**config.mk**
```make
export PLATFORM = sky130hd
export DESIGN_NAME = result_collector
export DESIGN_NICKNAME = d
export VERILOG_FILES = /design/src/rtl/result_collector.sv
export SDC_FILE = /design/constraint.sdc
export NUM_CORES = 1
export LEC_CHECK = 0
export ABC_AREA = 1
export BUFFER_PORTS_ARGS = -buffer_cell sky130_fd_sc_hd__buf_2
export CAP_MARGIN = 10
export CORE_MARGIN = 1.5
export CORE_UTILIZATION = 55
export DETAILED_ROUTE_END_ITERATION = 16
export GPL_TIMING_DRIVEN = 0
export PLACE_DENSITY = 0.76
export SKIP_LAST_GASP = 1
export SYNTH_ARGS = -nofsm -noshare
export SYNTH_HDL_FRONTEND = slang
export SYNTH_SLANG_ARGS = --single-unit
```
**constraint.sdc**
```tcl
create_clock -name clk -period 5.2 [get_ports clk]
set_input_delay 0.26 -clock clk [delete_from_list [all_inputs] [get_ports clk]]
set_output_delay 0.26 -clock clk [all_outputs]
set_load 0.02 [all_outputs]
```
**src/rtl/result_collector.sv**
```systemverilog
// Result collector: small FIFO of signed result words plus running
// count/sum/min/max statistics over every accepted word.
module result_collector #(
  parameter int DEPTH = 4,
  parameter int SUM_W = 40
) (
  input  logic                     clk,
  input  logic                     rst,
  input  logic                     in_valid,
  output logic                     in_ready,
  input  logic [31:0]              y,
  input  logic                     clear,
  output logic                     drain_valid,
  input  logic                     drain_ready,
  output logic [31:0]              drain_data,
  output logic [$clog2(DEPTH):0]   level,
  output logic [15:0]              count,
  output logic [SUM_W-1:0]         sum,
  output logic [31:0]              min_y,
  output logic [31:0]              max_y,
  output logic                     stat_valid
);

  localparam int AW = $clog2(DEPTH);
  localparam int LW = AW + 1;

  logic [31:0]    mem [DEPTH];
  logic [AW-1:0]  wr_ptr;
  logic [AW-1:0]  rd_ptr;
  logic           push;
  logic           pop;
  logic [LW-1:0]  level_nxt;
  logic [SUM_W-1:0] y_ext;
  logic           fresh;

  assign push        = in_valid & in_ready;
  assign pop         = drain_valid & drain_ready;
  assign drain_valid = (level != '0);
  assign drain_data  = mem[rd_ptr];
  assign level_nxt   = level + LW'(push) - LW'(pop);
  assign y_ext       = {{(SUM_W-32){y[31]}}, y};
  assign fresh       = clear | ~stat_valid;

  // in_ready is registered from the next occupancy, so a pop never
  // opens a push slot in the same cycle.
  always_ff @(posedge clk or negedge rst) begin
    if (!rst) begin
      wr_ptr   <= '0;
      rd_ptr   <= '0;
      level    <= '0;
      in_ready <= 1'b0;
      for (int i = 0; i < DEPTH; i++) mem[i] <= '0;
    end else begin
      if (push) begin
        mem[wr_ptr] <= y;
        wr_ptr      <= wr_ptr + AW'(1);
      end
      if (pop) rd_ptr <= rd_ptr + AW'(1);
      level    <= level_nxt;
      in_ready <= (level_nxt != LW'(DEPTH));
    end
  end

  always_ff @(posedge clk or negedge rst) begin
    if (!rst) begin
      count      <= '0;
      sum        <= '0;
      min_y      <= '0;
      max_y      <= '0;
      stat_valid <= 1'b0;
    end else if (push) begin
      stat_valid <= 1'b1;
      if (fresh) begin
        count <= 16'd1;
        sum   <= y_ext;
        min_y <= y;
        max_y <= y;
      end else begin
        count <= count + 16'd1;
        sum   <= sum + y_ext;
        if ($signed(y) < $signed(min_y)) min_y <= y;
        if ($signed(y) > $signed(max_y)) max_y <= y;
      end
    end else if (clear) begin
      count      <= '0;
      sum        <= '0;
      min_y      <= '0;
      max_y      <= '0;
      stat_valid <= 1'b0;
    end
  end

endmodule

```
==> impl_metrics.json <==
{
  "yosysMostFrequentCell": "nand2_1",
  "synth_nets": 2195,
  "synth-seq-cells": 257,
  "place_ws_ns": 2.19,
  "synthAdderAreaFrac_pct": 9.21,
  "synthMuxAreaShare_pct": 0,
  "gp_congestion": 0.988,
  "synth_top_family_by_area": "simple AND/OR/NAND/NOR gates",
  "startpoint_type": "flop",
  "synth_edf_count": 0,
  "status": "finished, final reports clean",
  "grt_pass1_vias": 14500,
  "port_buffers": 194,
  "post-place-cells": 2615,
  "seq_area_frac_synth_pct": 42.2,
  "viasPerCell": 5.67,
  "whs_ns": 0.103,
  "irDropWorstVdd_mv": 0.288,
  "fin_skew_ns": 0.0141,
  "end_kind": "flop",
  "tightestPinTransition_ns": 0.827,
  "max_freq_mhz": 320,
  "grt_pass1_wl_um": 76300,
  "rsz0062_at_grt": "no",
  "cp_common_cell": "nand3_1",
  "wl_um": 49100,
  "grt_max_degree": 101,
  "synth_compound_area_share_pct": 14.8,
  "slew_headroom_pct": 44.3,
  "critPathMaxStageDelay_ns": 0.67,
  "wl_met2_um": 23500,
  "dp_hpwl_um": 37300,
  "path_clk_slew_ns": 0.06,
  "min_from": "y[0]",
  "vias": 15100,
  "synth_area_leader_cell": "dfrtp_1",
  "die_w_um": 170,
  "critPathKind": "flop to flop",
  "wl_met3_um": 3260,
  "yosys_most_used_dff": "dfrtp_1",
  "numCtsBuffers": 28,
  "die_area_um2": 28700,
  "drt-met1-wl_um": 20100,
  "setup_violations": 0,
  "synth_top_cell_area_share_pct": 42.2,
  "nets": 2422,
  "syn_inst": 2047,
  "rows": 60,
  "ctsResizeCount": 0,
  "ctsHoldBuffers": 1,
  "postRouteAntennaNets": 0,
  "hold_viol": 0,
  "first_iter_violations": 1359,
  "timing.final.crit_share_pct": 60.1,
  "crit_family": "simple AND/OR/NAND/NOR gates",
  "synth_xor_area_share_pct": 1.44,
  "r2r_cells": 13,
  "fin_cells": 2668,
  "synth_area_per_cell_um2": 7.45,
  "layout-drive-gt1-share_pct": 12.5,
  "post_synth_and_or_nand_nor_area_fraction_pct": 25.6,
  "fin_crit_ns": 3.13,
  "ys.warnings.count": 0,
  "track_usage_pct": 34.1,
  "worstPathArrival_ns": 3.58,
  "cts.sinks": 257,
  "cp.required_ns": 5.66,
  "cts_tree": "yes",
  "crit_buf_inv": 2,
  "antenna_found_initial": 1,
  "postCtsSetupBuffers": 0,
  "powerDensity_nw_per_um2": 547,
  "worstReg2RegStart": "sum[0]$_DFFE_PN0P_",
  "fillerInstances": 2410,
  "crit_path_cell_trace": "ha_1 -> inv_1 -> fa_1 -> inv_1 -> nand3_1 -> nand2_1 -> a21oi_1 -> o21ai_0 -> nand3_1 -> nand3_1 -> nand3_1 -> nand2_1 -> nand2_1",
  "io_pins": 195,
  "netlist_top_cells_count": "635 x nand2_1, 257 x dfrtp_1, 251 x o21ai_0, 186 x inv_1, 185 x nor2_1",
  "ys_async_sr_fraction_pct": 100,
  "slew_viol_final": 0,
  "startpoint": "sum[0]$_DFFE_PN0P_",
  "grt_remaining_overflow": 0,
  "drc_errors": 0,
  "core_um2": 27100,
  "routedWlPerCell_um": 18.4,
  "routed.top_layer": "met4",
  "crit_fanout": 6,
  "firstDrtPassIters": 6,
  "fin_ws_ns": 2.07,
  "drv_cap": 0,
  "leakage_uw": 0.00925,
  "synthDistinctLibCells": 43,
  "cp_num_cells": 13,
  "cts_root_buf": "clkbuf_16",
  "worstHoldPathCells": 3,
  "clk_latency_ns": 0.57,
  "syn_to_final_growth_pct": 16.4,
  "hold_path.class": "input pin to flop",
  "r2r_slack_ns": 2.07,
  "crit_path_top_delay_cell": "o21ai_0",
  "fp.dieH_um": 170,
  "clockBufferDepth": 3,
  "synth_area_um2": 15200,
  "synthTopCellsByArea": "dfrtp_1 42%, nand2_1 16%, ha_1 8.9%, o21ai_0 8.2%, inv_1 4.6%",
  "htree_levels": 1,
  "start_util_pct": 56.3
}
-- routing by layer --
layer / GRT usage, % / vias up
li1: - / 7153
met1: 43.7 / 7240
met2: 58.5 / 598
met3: 3.71 / 132
met4: 14.9 / 0
met5: 0 / -
-- cell usage in the layout (no fill, tap or decap), types with 6 or more instances in the layout --
cell type | Yosys | final
nand4_1 | 19 | 19
nor2_1 | 185 | 185
xor2_1 | 22 | 22
o22ai_1 | 58 | 58
a21oi_1 | 90 | 90
nand3_1 | 92 | 92
ha_1 | 109 | 109
clkbuf_16 | 0 | 28
nand2_1 | 635 | 635
dfrtp_1 | 257 | 257
inv_1 | 186 | 186
buf_2 | 9 | 202
clkbuf_1 | 55 | 60
clkinv_2 | 0 | 6
nor2_2 | 8 | 8
nor3_1 | 6 | 6
o21ai_0 | 251 | 251
clkbuf_8 | 0 | 6
-- kinds of logic (layout without fill, tap and decap cells) --
logic type / after synthesis / after routing
AOI/OAI and AO/OA: 424 / 424
DFF: 257 / 257
adders and majority gates: 111 / 111
other: 0 / 1
buffers and inverters: 265 / 513
and+or+nand+nor: 965 / 965
xor gates and xnor gates: 25 / 25
-- stage by stage --
| step | instance area (µm²) | total power [µW] | setup TNS, ns | util (%) |
|---|---|---|---|---|
| 5_1_grt | 17800 | 10300 | 0 | 65.5 |
| 2_1_floorplan | 15200 | 6030 | 0 | - |
| 3_5_place_dp | 16800 | 7530 | 0 | 61.8 |
| 4_1_cts | 17800 | 9680 | 0 | 65.5 |
| 3_3_place_gp | 16700 | 7410 | -190.65 | 61.6 |
| 6_report | 17800 | 9720 | 0 | 65.5 |
-- final cells by class --
type | instances | area [µm²] | share of cell area, %
buffer | 76 | 338 | 1.90
clock inverter | 12 | 189 | 1.06
clock buffer | 39 | 802 | 4.52
sequential | 257 | 6430 | 36.2
tap | 372 | 465 | 2.62
antenna | 1 | 2.50 | 0.0141
multi-input combinational | 1525 | 7770 | 43.8
inverter | 189 | 709 | 4.00
timing repair buffer | 197 | 1050 | 5.89
-- state kept, by name (all words and copies together), names as in the netlist --
signal      flops
max_y          32
wr_ptr          2
count          16
stat_valid      1
mem           128
rd_ptr          2
in_ready        1
min_y          32
level           3
sum            40
-- worst paths after layout --
kind / end
max in group asynchronous: max_y[19]$_DFFE_PN0P_
min in group asynchronous: mem[8]$_DFFE_PN0P_
hold / removal: mem[32]$_DFFE_PN0P_
setup / recovery: sum[32]$_DFFE_PN0P_
hold reg to reg: mem[87]$_DFFE_PN0P_
setup reg to reg: sum[32]$_DFFE_PN0P_
-- where the power goes --
part           total [µW]  internal (µW)  switching [µW]
registers            3150           2690             465
logic                4440           1430            3000
clock network        2130           1280             854
total                9720           5400            4320
-- tightest hold or removal path, cell delays in order --
cell and delay [ns]:
buf_2 0.10, inv_2 0.10, o21ai_0 0.16
Power figures use the tool's default switching activity.
